**config.mk**
```make
export PLATFORM = sky130hd
export DESIGN_NAME = inst_fetch_queue
export DESIGN_NICKNAME = d
export VERILOG_FILES = /design/src/rtl/inst_fetch_queue.sv
export SDC_FILE = /design/constraint.sdc
export NUM_CORES = 1
export LEC_CHECK = 0
export BUFFER_PORTS_ARGS = -buffer_cell sky130_fd_sc_hd__buf_2
export CAP_MARGIN = 20
export CORE_MARGIN = 1.5
export CORE_UTILIZATION = 55
export CTS_CLUSTER_SIZE = 16
export DETAILED_ROUTE_END_ITERATION = 7
export HOLD_SLACK_MARGIN = 0.08
export PLACE_DENSITY = 0.74
export SLEW_MARGIN = 20
export SYNTH_ARGS = -nofsm -noshare
export SYNTH_HDL_FRONTEND = slang
export SYNTH_SLANG_ARGS = --single-unit
```
**constraint.sdc**
```tcl
create_clock -name clk -period 11 [get_ports clk]
set_input_delay 2.2 -clock clk [delete_from_list [all_inputs] [get_ports clk]]
set_output_delay 2.2 -clock clk [all_outputs]
set_load 0.02 [all_outputs]
```
**src/rtl/inst_fetch_queue.sv**
```systemverilog
// Dual-issue instruction queue between fetch and the Alpha/Beta decoders.
// Accepts up to two instructions per cycle and presents the two oldest entries.
module inst_fetch_queue #(
  parameter  int unsigned DEPTH = 8,
  localparam int unsigned PTR_W = $clog2(DEPTH)
) (
  input  logic             clk,
  input  logic             rst,
  input  logic             flush,
  input  logic             in_valid_a,
  input  logic [31:0]      in_inst_a,
  input  logic [31:0]      in_pc_a,
  input  logic             in_valid_b,
  input  logic [31:0]      in_inst_b,
  input  logic [31:0]      in_pc_b,
  output logic             full,
  output logic             out_valid_a,
  output logic [31:0]      out_inst_a,
  output logic [31:0]      out_pc_a,
  output logic             out_valid_b,
  output logic [31:0]      out_inst_b,
  output logic [31:0]      out_pc_b,
  input  logic [1:0]       issue_count,
  output logic [PTR_W:0]   count
);

  logic [63:0]      mem [DEPTH];
  logic [PTR_W-1:0] head;
  logic [PTR_W-1:0] tail;
  logic [1:0]       issue_eff;
  logic [1:0]       push_n;
  logic [PTR_W:0]   pop_n;
  logic             push_ok;
  logic [63:0]      entry_a;
  logic [63:0]      entry_b;

  // full looks only at pre-update occupancy, so it stays conservative under a same-cycle pop
  assign full    = count > (PTR_W+1)'(DEPTH - 2);
  assign push_ok = !full && !flush && !rst;

  always_comb begin
    issue_eff = (issue_count == 2'd3) ? 2'd2 : issue_count;
    pop_n     = ((PTR_W+1)'(issue_eff) > count) ? count : (PTR_W+1)'(issue_eff);
    push_n    = '0;
    if (push_ok) begin
      push_n = {1'b0, in_valid_a} + {1'b0, in_valid_b};
    end
  end

  always_ff @(posedge clk) begin
    if (rst || flush) begin
      head  <= '0;
      tail  <= '0;
      count <= '0;
    end else begin
      head  <= head + PTR_W'(pop_n);
      tail  <= tail + PTR_W'(push_n);
      count <= count + (PTR_W+1)'(push_n) - pop_n;
    end
  end

  // B lands at tail when A is absent, keeping the valid slots compacted
  always_ff @(posedge clk) begin
    if (push_ok) begin
      if (in_valid_a) begin
        mem[tail] <= {in_inst_a, in_pc_a};
      end
      if (in_valid_b) begin
        mem[tail + PTR_W'(in_valid_a)] <= {in_inst_b, in_pc_b};
      end
    end
  end

  assign entry_a     = mem[head];
  assign entry_b     = mem[head + PTR_W'(1)];
  assign out_valid_a = count >= (PTR_W+1)'(1);
  assign out_valid_b = count >= (PTR_W+1)'(2);
  assign out_inst_a  = out_valid_a ? entry_a[63:32] : '0;
  assign out_pc_a    = out_valid_a ? entry_a[31:0]  : '0;
  assign out_inst_b  = out_valid_b ? entry_b[63:32] : '0;
  assign out_pc_b    = out_valid_b ? entry_b[31:0]  : '0;

endmodule

```
### After elaboration in Yosys (flattened, before gate mapping)

Memories as Yosys holds them, arrays and structs flattened. A register that Yosys moved wholly into a read port is not among the register bits.
Index checks and enable logic that the tools add are counted.

| cells by class | value |
|---|---|
| $lt $le $gt $ge | 4 |
| reduce and logical (&&, ||, !) cells | 6 |
| eq/ne operators | 1 |
| $add $sub $neg | 7 |
| muxes and demuxes | 14 |

Operators by type and width:

| kind | count |
|---|---|
| 2-to-1 mux 32 bit | 4 |
| 2-to-1 mux 1 bit | 6 |
| adder 4 x 2 -> 4 bit | 1 |
| greater-or-equal comparator 4 x 1 -> 1 bit, second input constant | 1 |
| greater-or-equal comparator 4 x 2 -> 1 bit, second input constant | 1 |
| > comparator 2 x 4 -> 1 bit | 1 |
| > comparator 4 x 3 -> 1 bit, second input constant | 1 |
| 2-to-1 mux 2 bit | 2 |
| 2-to-1 mux 4 bit | 1 |
| subtractor 4 bit | 1 |
| adder 3 x 1 -> 3 bit | 1 |
| adder 3 x 1 -> 3 bit, second input constant | 1 |
| adder 3 x 2 -> 3 bit | 1 |
| adder 3 bit | 1 |
| zero test 1 bit | 3 |
| 2-to-1 mux 3 bit | 1 |
| adder 1 x 1 -> 2 bit | 1 |
| equality test 2 bit, second input constant | 1 |
| logical AND 1 bit | 2 |
| logical OR 1 bit | 1 |

| word-level totals | value |
|---|---|
| flip-flop bits (word level) | 10 |
| bits of input ports | 135 |
| memories | 1 |
| RAM bits | 512 |
| output and inout port bits | 135 |

Memories:

| name | words | bits a word | read ports | clocked after Yosys merged registers in | write ports | RTL line | source |
|---|---|---|---|---|---|---|---|
| mem | 8 | 64 | 2 | 1 | 2 | 27 | `logic [63:0] mem [DEPTH];` |

### Depth between registers and ports, before layout

Gate-level depths: netlist of run 1.

| depth | value |
|---|---|
| depth after elaboration | 7 |
| depth in mapped cells | 14 |

### Worst setup path before layout of run 1

No wires, ideal clock.

| timing | value |
|---|---|
| kind | in2reg |
| from | input in_valid_a |
| to | memory mem[0][0] (enable) |
| slack | 2276 ps |
| arrival time | 8142 ps |
| cell stages on the path | 7 |
| cell sequence | ha_1 -> ha_1 -> buf_2 -> nor3b_2 -> a32o_1 -> nor2_1 -> a211oi_1 |

RTL lines:

| element | RTL line | source |
|---|---|---|
| start: declaration | 10 | `input logic in_valid_a,` |
| end: declaration | 27 |  |

### Worst setup path after layout of run 1

| timing | value |
|---|---|
| from | register head[1] |
| to | output out_inst_b[31] |

| between the ends | value |
|---|---|
| longest elaborated chain between the ends | 3 |

Ends and longest elaborated chain:

| element | RTL line | source |
|---|---|---|
| start: declaration | 28 | `logic [PTR_W-1:0] head;` |
| start signal: assignment | 56 | `head <= head + PTR_W'(pop_n);` |
| adder 3 x 1 -> 3 bit | 75 | `assign entry_b = mem[head + PTR_W'(1)];` |
| memory (8 x 64 bit) | n/a |  |
| 2-to-1 mux 32 bit | 80 | `assign out_inst_b = out_valid_b ? entry_b[63:32] : '0;` |
| end: declaration | 21 | `output logic [31:0] out_inst_b,` |

No other way between the ends.

==> results.md, run 1 <==
- Num rows: slightly below 90
- CP top delay family: compound AO/OA/AOI/OAI gates
- Switching power as a share of total power: 0.3693
- Slowest library cell on the worst path: sky130_fd_sc_hd__a2111oi_0
- Synthesized instance count: around 2300
- GRT Resource Usage Total: 0.3190
- Cell Count Post-Placement: around 3100
- Post-synthesis instance area: roughly 31000 µm²
- Ratio of routed vias to standard cells: around 6.7
- Highest cell delay on the worst timing path: 1.01 ns
- Maximum fanout count along the critical path: 184
- Buffering stage count on the worst path with inverters included: 2
- Die area: between 50000 and 60000 µm²
- Transition time at the pin with the least slew margin: between 1 and 1.5 ns
- Number of antenna violations at the first check in global routing: 17
- Worst-path clk slew: around 0.060 ns
- Arrival time of the worst setup path: slightly below 5 ns
- Worst Reg-to-Reg Cells: 8
- Area overhead of the layout relative to synthesis: 10.72%
- Pwr/cell area: roughly 180 nW/µm²
- Resized cells post-CTS: 0
- Clock tree from TritonCTS: done
- Wirelength per Cell: 29.40 µm
- Run status: finished clean
- H-tree lvl count: 2
- Worst Setup Slack post-DPL: ~4.5 ns
- Skew-Pair Late Insertion Delay: 0.63 ns
- Final setup violation count: 0
- Remaining max-slew budget at the tightest pin: 0.1952
- Dominant cell by count in the synthesized netlist: sky130_fd_sc_hd__mux2_2
- Wire length of the first global-routing pass: around 140000 µm
- Layout cells sized above 1: 0.4103
- Total of flip-flops plus latches after synthesis: between 500 and 600
- Root Buffer: sky130_fd_sc_hd__clkbuf_16
- I/O pin total: 270
- Critical path cell sequence: ha_4, buf_12, mux2_2, o22ai_1, a2111oi_0, buf_2
- Proportion of power drawn by combinational gates: 0.363
- Class of the most critical setup path: reg2out
- Total Neg Setup Slack: 0 ns
- Final routed wirelength across all metal layers: ~95000 µm
- DRC Markers: 0
- Worst-case setup margin in the final layout: 3.886 ns
- Number of fill cells: 4274
- Post-CTS Setup Bufs: 0
- Worst reg2reg setup slack: 6.75 ns
- Class of the tightest hold or removal check: reg2reg
- Sequential share of the synthesized area: 0.4952
- Maximum number of pins on one net before global-route repair: 185
- Leading cell types by total area after synthesis: sky130_fd_sc_hd__edfxtp_1, sky130_fd_sc_hd__mux2_2, sky130_fd_sc_hd__mux2i_1
- Number of standard cells in the final layout excluding fillers: about 3200
- Largest vdd supply drop: between 100 and 150 µV
- Gp weighted congestion: ~0.79
- Highest achievable clock rate: ~0.14 GHz
- DRC marker count from the first detailed-route iteration: 2072
- HP Start: tail[0]$_SDFF_PP0_
- Number of synthesis warnings: 0
- Cell type with the highest aggregate area in the netlist: sky130_fd_sc_hd__edfxtp_1
- Placeable core area: 56500 µm²
- Total of hold buffers inserted after clock tree synthesis: 0
- Sequential cell area: about 16000 µm²
- Asr flop ratio synth: 0
- Max Slew Vio Count: 0
- Count of vias placed by the detailed router: 21716
- Max-cap viol count: 0
- Sort of element at the start of the critical path: register
- Clock share of power: 0.280
- Distinct cell type count after synthesis: 47
- X dimension of the die: between 200 and 250 µm
- Number of hold violations in the final report: 0
- Initial Util: 0.5567
- Worst reg2reg path endpoint: mem[0][39]$_DFFE_PP_
- GR Overflow Total: 0
- Clock period minus final worst setup slack: approximately 7 ns
- Multi-input combinational cell area: 14840 µm²
- Setup crit end kind: output port
- Leading post-synthesis cells by instance count: sky130_fd_sc_hd__mux2_2, sky130_fd_sc_hd__edfxtp_1, sky130_fd_sc_hd__mux2i_1, sky130_fd_sc_hd__buf_2, sky130_fd_sc_hd__nand2_1
- Total number of nets in the final design: roughly 2600
- Vias in the first global route: ~22000
- Fraction of power consumed by sequential logic: 0.357
- Number of clock sinks seen by CTS: 522
- Fraction of synthesized cell area taken by the top area cell type: 0.4888
- Number of stages on the worst hold path: 2
- Unrepaired setup endpoints after global routing: false
- Number of buffers added on ports: 269
- Remaining number of nets flagged by the antenna check after routing: 0
- Number of iterations in the first detailed-routing pass: 5
- P_sw: about 0.0024 W
- Buffers from clock root to sink, at most: 3
- Per-instance average area after synthesis: around 14 µm²
- Share of the clock period used by the worst path: 0.6467
- Die Y-Extent: roughly 240 µm
- Launching point of the worst reg2reg path: count[3]$_SDFF_PP0_
- Layout Skew: approximately 0.025 ns
- Internal power: about 0.004 W
- Number of CTS-inserted buffers: 57
- Syn_nets: 2410
- Number of enable flip-flop cells after synthesis: around 500
- Data required, critical path: ~9 ns
- Post-synth top flop: sky130_fd_sc_hd__edfxtp_1
- HPWL reported at the end of detailed placement: 52020 µm
- Worst-case hold path end point: tail[0]$_SDFF_PP0_
- Static Leak: around 12 nW
[cell families (layout without fill, tap and decap cells)]
logic type	count (synthesis)	after routing	synth area share
AND/OR/NAND/NOR	195	195	0.03453
buffers and inverters	211	429	0.03712
multiplexers	962	962	0.3392
flip-flops	522	522	0.4952
XOR/XNOR	8	8	0.002467
adder cells (fa/ha/maj)	19	19	0.008513
AO/OA/AOI/OAI	339	339	0.08299
other	0	13	0
[power by group through the flow]
stage,clock (W),combinational (W),sequential [W]
finish,0.00178,0.00231,0.00227
global route,0.00187,0.00243,0.00228
CTS,0.00180,0.00229,0.00227
detailed placement,0,0.00228,0.00232
global placement,0,0.00222,0.00231
floorplan,0,0.00150,0.00230
[worst max path at each step]
stage	startpoint	endpoint	slack, ns	depth (start not counted)
6_report	head[1]$_SDFF_PP0_	out_inst_b[31]	3.89	6
5_1_grt	head[1]$_SDFF_PP0_	out_pc_b[13]	3.73	7
4_1_cts	head[1]$_SDFF_PP0_	out_pc_b[11]	3.80	7
3_5_place_dp	head[1]$_SDFF_PP0_	out_pc_b[11]	4.45	7
3_3_place_gp	head[1]$_SDFF_PP0_	out_pc_b[0]	4.49	6
2_1_floorplan	in_valid_a	mem[0][0]$_DFFE_PP_	2.28	7
[cells in the final DEF (no fill, tap or decap), types with 3 or more instances in the layout]
cell type,n
sky130_fd_sc_hd__a2111oi_0,60
sky130_fd_sc_hd__a2111oi_1,4
sky130_fd_sc_hd__a211oi_1,64
sky130_fd_sc_hd__a211oi_4,4
sky130_fd_sc_hd__a21oi_1,6
sky130_fd_sc_hd__a221oi_1,64
sky130_fd_sc_hd__a22oi_1,64
sky130_fd_sc_hd__and2_1,4
sky130_fd_sc_hd__and2_2,3
sky130_fd_sc_hd__and3_1,3
sky130_fd_sc_hd__buf_2,269
sky130_fd_sc_hd__buf_4,38
sky130_fd_sc_hd__clkbuf_1,14
sky130_fd_sc_hd__clkbuf_16,58
sky130_fd_sc_hd__clkinv_1,13
sky130_fd_sc_hd__clkinv_2,13
sky130_fd_sc_hd__dfxtp_1,9
sky130_fd_sc_hd__diode_2,13
sky130_fd_sc_hd__edfxtp_1,512
sky130_fd_sc_hd__fa_1,4
sky130_fd_sc_hd__ha_1,14
sky130_fd_sc_hd__inv_1,18
sky130_fd_sc_hd__mux2_1,41
sky130_fd_sc_hd__mux2_2,539
sky130_fd_sc_hd__mux2_4,60
sky130_fd_sc_hd__mux2i_1,321
sky130_fd_sc_hd__nand2_1,72
sky130_fd_sc_hd__nand3_4,8
sky130_fd_sc_hd__nor2_1,19
sky130_fd_sc_hd__nor2_4,6
sky130_fd_sc_hd__nor2b_1,65
sky130_fd_sc_hd__o22ai_1,65
sky130_fd_sc_hd__xnor2_1,3
sky130_fd_sc_hd__xor2_1,4
[routing by layer]
metal | part of all wire | vias to the layer above | GRT usage
met5 | 0.0011 | - | 0
met1 | 0.39 | 11003 | 0.4159
li1 | - | 9391 | -
met3 | 0.088 | 242 | 0.05384
met4 | 0.038 | 16 | 0.1327
met2 | 0.48 | 1064 | 0.5287
[cell type report]
class	instances	share of cell area
flip-flops and latches	522	0.4474
multi-input cells	1523	0.4262
repair buffers	309	0.04800
clock buffers	72	0.04319
well taps	756	0.02716
clock inverters	30	0.005174
inverters	18	0.001940
diodes	13	0.0009342
[through the flow]
stage | util | hold slack [ns] | total power (W) | cell area (µm²)
after CTS | 0.6158 | 0.6826 | 0.006356 | 34790
after floorplan | - | 0.5784 | 0.003794 | 31450
after global routing | 0.6161 | 0.7172 | 0.006574 | 34810
final | 0.6164 | 0.6919 | 0.006369 | 34820
after global placement | 0.5856 | 0.6575 | 0.004532 | 33080
after detailed placement | 0.5860 | 0.6661 | 0.004595 | 33100
[sequential cells by signal, summed over array words and instances (netlist names)]
| register | count |
|---|---|
| mem | 512 |
| head | 3 |
| tail | 3 |
| count | 4 |
[worst reg2reg max path, cell delays in order, from the launching register on]
cell and delay (ns):
sky130_fd_sc_hd__dfxtp_1 0.42, sky130_fd_sc_hd__inv_1 0.11, sky130_fd_sc_hd__ha_1 0.19, sky130_fd_sc_hd__nand2_1 0.11
sky130_fd_sc_hd__mux2i_4 0.68, sky130_fd_sc_hd__nand2_1 0.65, sky130_fd_sc_hd__a211oi_4 0.34, sky130_fd_sc_hd__buf_4 0.53
sky130_fd_sc_hd__buf_4 0.81
No activity file was read; power rests on OpenSTA's default activity.
==> inputs of run 2 (changes only) <==
- clock period: 11 -> 6.77 ns (I/O delays scaled with it)
==> run 2 against run 1 <==
Against the previous run: design area rose by 0.74%; sequential share of layout area fell by 0.33 points; clock power rose by 65%; via count rose by 0.23%; clock skew fell by 0.014 ns; critical path type unchanged; critical endpoint is now out_inst_b[23]; largest power group unchanged.
==> results.md, run 2 (synthesis results as in run 1) <==
- Run status: finished clean
- Skew-Pair Late Insertion Delay: 0.62 ns (about the same)
- DRC marker count from the first detailed-route iteration: 2010 (-3.0%)
- Count of vias placed by the detailed router: 21766 (+0.23%)
- Number of antenna violations at the first check in global routing: 19 (+2)
- Highest achievable clock rate: 0.1777 GHz
- HPWL reported at the end of detailed placement: 52460 µm (+0.84%)
- Layout cells sized above 1: 0.4122 (+0.001947)
- Static Leak: 11.97 nW (+0.98%)
- X dimension of the die: 242.1 µm (unchanged)
- Max-cap viol count: 0 (unchanged)
- Vias in the first global route: 22619 (+1.7%)
- Total number of nets in the final design: 2601 (+0.62%)
- GR Overflow Total: 0 (unchanged)
- Worst Reg-to-Reg Cells: 8 (unchanged)
- Register containing the most flip-flops in the final layout: mem
- GR Layer Usage met2: 0.5347 (+0.006085)
- Share of the clock period used by the worst path: 0.8313
- Worst Setup Slack post-DPL: 1.822 ns (-2.629 ns)
- I/O pin total: 270 (unchanged)
- Commonest cells after routing, fill and taps aside: sky130_fd_sc_hd__mux2_2, sky130_fd_sc_hd__edfxtp_1, sky130_fd_sc_hd__mux2i_1
- Most frequent standard cell in the layout excluding fill and tap cells: sky130_fd_sc_hd__mux2_2
- Worst-case hold path end point: head[2]$_SDFF_PP0_
- Layout Skew: 0.01116 ns (-0.01430 ns)
- Num rows: 87 (unchanged)
- Unrepaired setup endpoints after global routing: false
- Resized cells post-CTS: 0 (unchanged)
- Number of flip-flops in the largest register: 512 (unchanged)
- Post-CTS Setup Bufs: 0 (unchanged)
- Sort of element at the start of the critical path: register
- Peak-usage layer in the global routing report: met2
- Number of fill cells: 4275 (+0.023%)
- Remaining number of nets flagged by the antenna check after routing: 0 (unchanged)
- Cell Count Post-Placement: 3141 (+0.42%)
- Wirelength per Cell: 28.82 µm (-2.0%)
- Number of standard cells in the final layout excluding fillers: 3264 (+0.65%)
- Area overhead of the layout relative to synthesis: 11.54%
- Total power: 0.01039 W (+63%)
- Worst-case setup margin in the final layout: 1.142 ns (-2.744 ns)
- Transition time at the pin with the least slew margin: 1.275 ns (+0.09777 ns)
- DRC Markers: 0 (unchanged)
- Pwr/cell area: 296.2 nW/µm² (+62%)
- Wire length of the first global-routing pass: 139300 µm (-0.86%)
- Final routed wirelength across all metal layers: 94060 µm (-1.4%)
- Number of buffers added on ports: 269 (unchanged)
- Arrival time of the worst setup path: 4.27 ns (-0.64 ns)
- Worst-path clk slew: 0.06 ns (about the same)
- Number of CTS-inserted buffers: 57 (unchanged)
- Class of the tightest hold or removal check: reg2reg
- Data required, critical path: 5.42 ns (-3.38 ns)
- Placeable core area: 56500 µm² (unchanged)
- Met3 routing resource usage after global routing: 0.05705 (+0.003213)
- Die area: 58630 µm² (unchanged)
- HP Start: count[2]$_SDFF_PP0_
- Die Y-Extent: 242.1 µm (unchanged)
- Placed standard-cell area: 33280 µm² (+0.53%)
- Global-route met1 utilization: 0.3977 (-0.01821)
- Total of hold buffers inserted after clock tree synthesis: 0 (unchanged)
- Maximum fanout count along the critical path: 67 (-64%)
- Final setup violation count: 0 (unchanged)
- Maximum number of pins on one net before global-route repair: 142 (-23%)
- Number of hold violations in the final report: 0 (unchanged)
- GRT Resource Usage Total: 0.3142 (-0.004755)
- Registers with the most flip-flops: mem x512, count x4
- Buffers from clock root to sink, at most: 3 (unchanged)
- Root Buffer: sky130_fd_sc_hd__clkbuf_16
- Launching point of the worst reg2reg path: count[3]$_SDFF_PP0_
- Number of stages on the worst hold path: 3 (+1)
- H-tree lvl count: 2 (unchanged)
- Number of iterations in the first detailed-routing pass: 5 (unchanged)
- Number of clock sinks seen by CTS: 522 (unchanged)
- Largest vdd supply drop: 274.2 µV (+100%)
- Gp weighted congestion: 0.8226 (+4.2%)
- Worst reg2reg setup slack: 2.71 ns (-4.04 ns)
- Clock tree from TritonCTS: done
- Clock period minus final worst setup slack: about 5.6 ns
- Initial Util: 0.5567 (unchanged)
- Worst reg2reg path endpoint: mem[5][6]$_DFFE_PP_
- Ratio of routed vias to standard cells: 6.669 (-0.41%)
- Max Slew Vio Count: 0 (unchanged)
- Total Neg Setup Slack: 0 ns (unchanged)
- Remaining max-slew budget at the tightest pin: 0.1283 (-0.06687)
- Class of the most critical setup path: reg2out
- Setup crit end kind: output port
- Post-route design area: 35080 µm² (+0.74%)
==> run 2: changes by cell type in the layout (fill, tap and decap cells not counted), moves of 3 or more <==
cell	delta
sky130_fd_sc_hd__diode_2	+6
sky130_fd_sc_hd__clkinv_2	-5
sky130_fd_sc_hd__buf_4	+6
sky130_fd_sc_hd__clkbuf_1	+3
sky130_fd_sc_hd__buf_12	+6
==> run 2: critical path, stage by stage, from the launching register on <==
cell                        delay, ns
sky130_fd_sc_hd__dfxtp_1         0.63
sky130_fd_sc_hd__ha_4            0.84
sky130_fd_sc_hd__buf_12          0.41
sky130_fd_sc_hd__buf_4           0.48
sky130_fd_sc_hd__mux2_2          0.24
sky130_fd_sc_hd__o22ai_1         0.08
sky130_fd_sc_hd__a2111oi_0       0.65
sky130_fd_sc_hd__buf_2           0.29
==> run 2: power by group <==
part | leakage (nW) | internal [W] | switching [W] | total, W
Combinational | 6.45 | 0.00133 | 0.00247 | 0.00380
Clock | 0.826 | 0.00164 | 0.00129 | 0.00293
Sequential | 4.70 | 0.00362 | 0.0000437 | 0.00367
Total | 12.0 | 0.00659 | 0.00380 | 0.0104
==> run 2: worst max path at each step <==
stage / startpoint / endpoint / slack (ns) / cells after the start
after floorplan: in_valid_a / mem[4][0]$_DFFE_PP_ / 1.03 / 7
after global placement: head[0]$_SDFF_PP0_ / out_pc_b[21] / 1.79 / 6
after detailed placement: head[0]$_SDFF_PP0_ / out_inst_b[22] / 1.82 / 7
after CTS: head[0]$_SDFF_PP0_ / out_inst_b[22] / 1.14 / 7
after global routing: head[0]$_SDFF_PP0_ / out_pc_b[31] / 0.98 / 6
final: head[0]$_SDFF_PP0_ / out_inst_b[23] / 1.14 / 7
==> run 2: metal layers <==
metal  share of wire  up-vias  wire [µm]
li1                -     9430          -
met4           0.037       10       3455
met5         0.00069        -         65
met2            0.49      993      46180
met3           0.079      249       7443
met1            0.39    11084      36920
==> run 2: layout make-up <==
class,count,area [µm²],area share
Sequential cell,522,15580,0.4441
Multi-Input combinational cell,1523,14840,0.4231
Timing Repair Buffer,325,1903,0.05425
Clock buffer,75,1515,0.04319
Tap cell,756,945.9,0.02696
Clock inverter,26,181.4,0.005172
Inverter,18,67.56,0.001926
Antenna cell,19,47.55,0.001355
==> run 2: through the flow <==
| stage | utilization | hold slack (ns) |
|---|---|---|
| floorplan | - | 0.5784 |
| global placement | 0.5888 | 0.6481 |
| detailed placement | 0.5891 | 0.6541 |
| CTS | 0.6191 | 0.6662 |
| global route | 0.6204 | 0.7176 |
| finish | 0.6210 | 0.6604 |
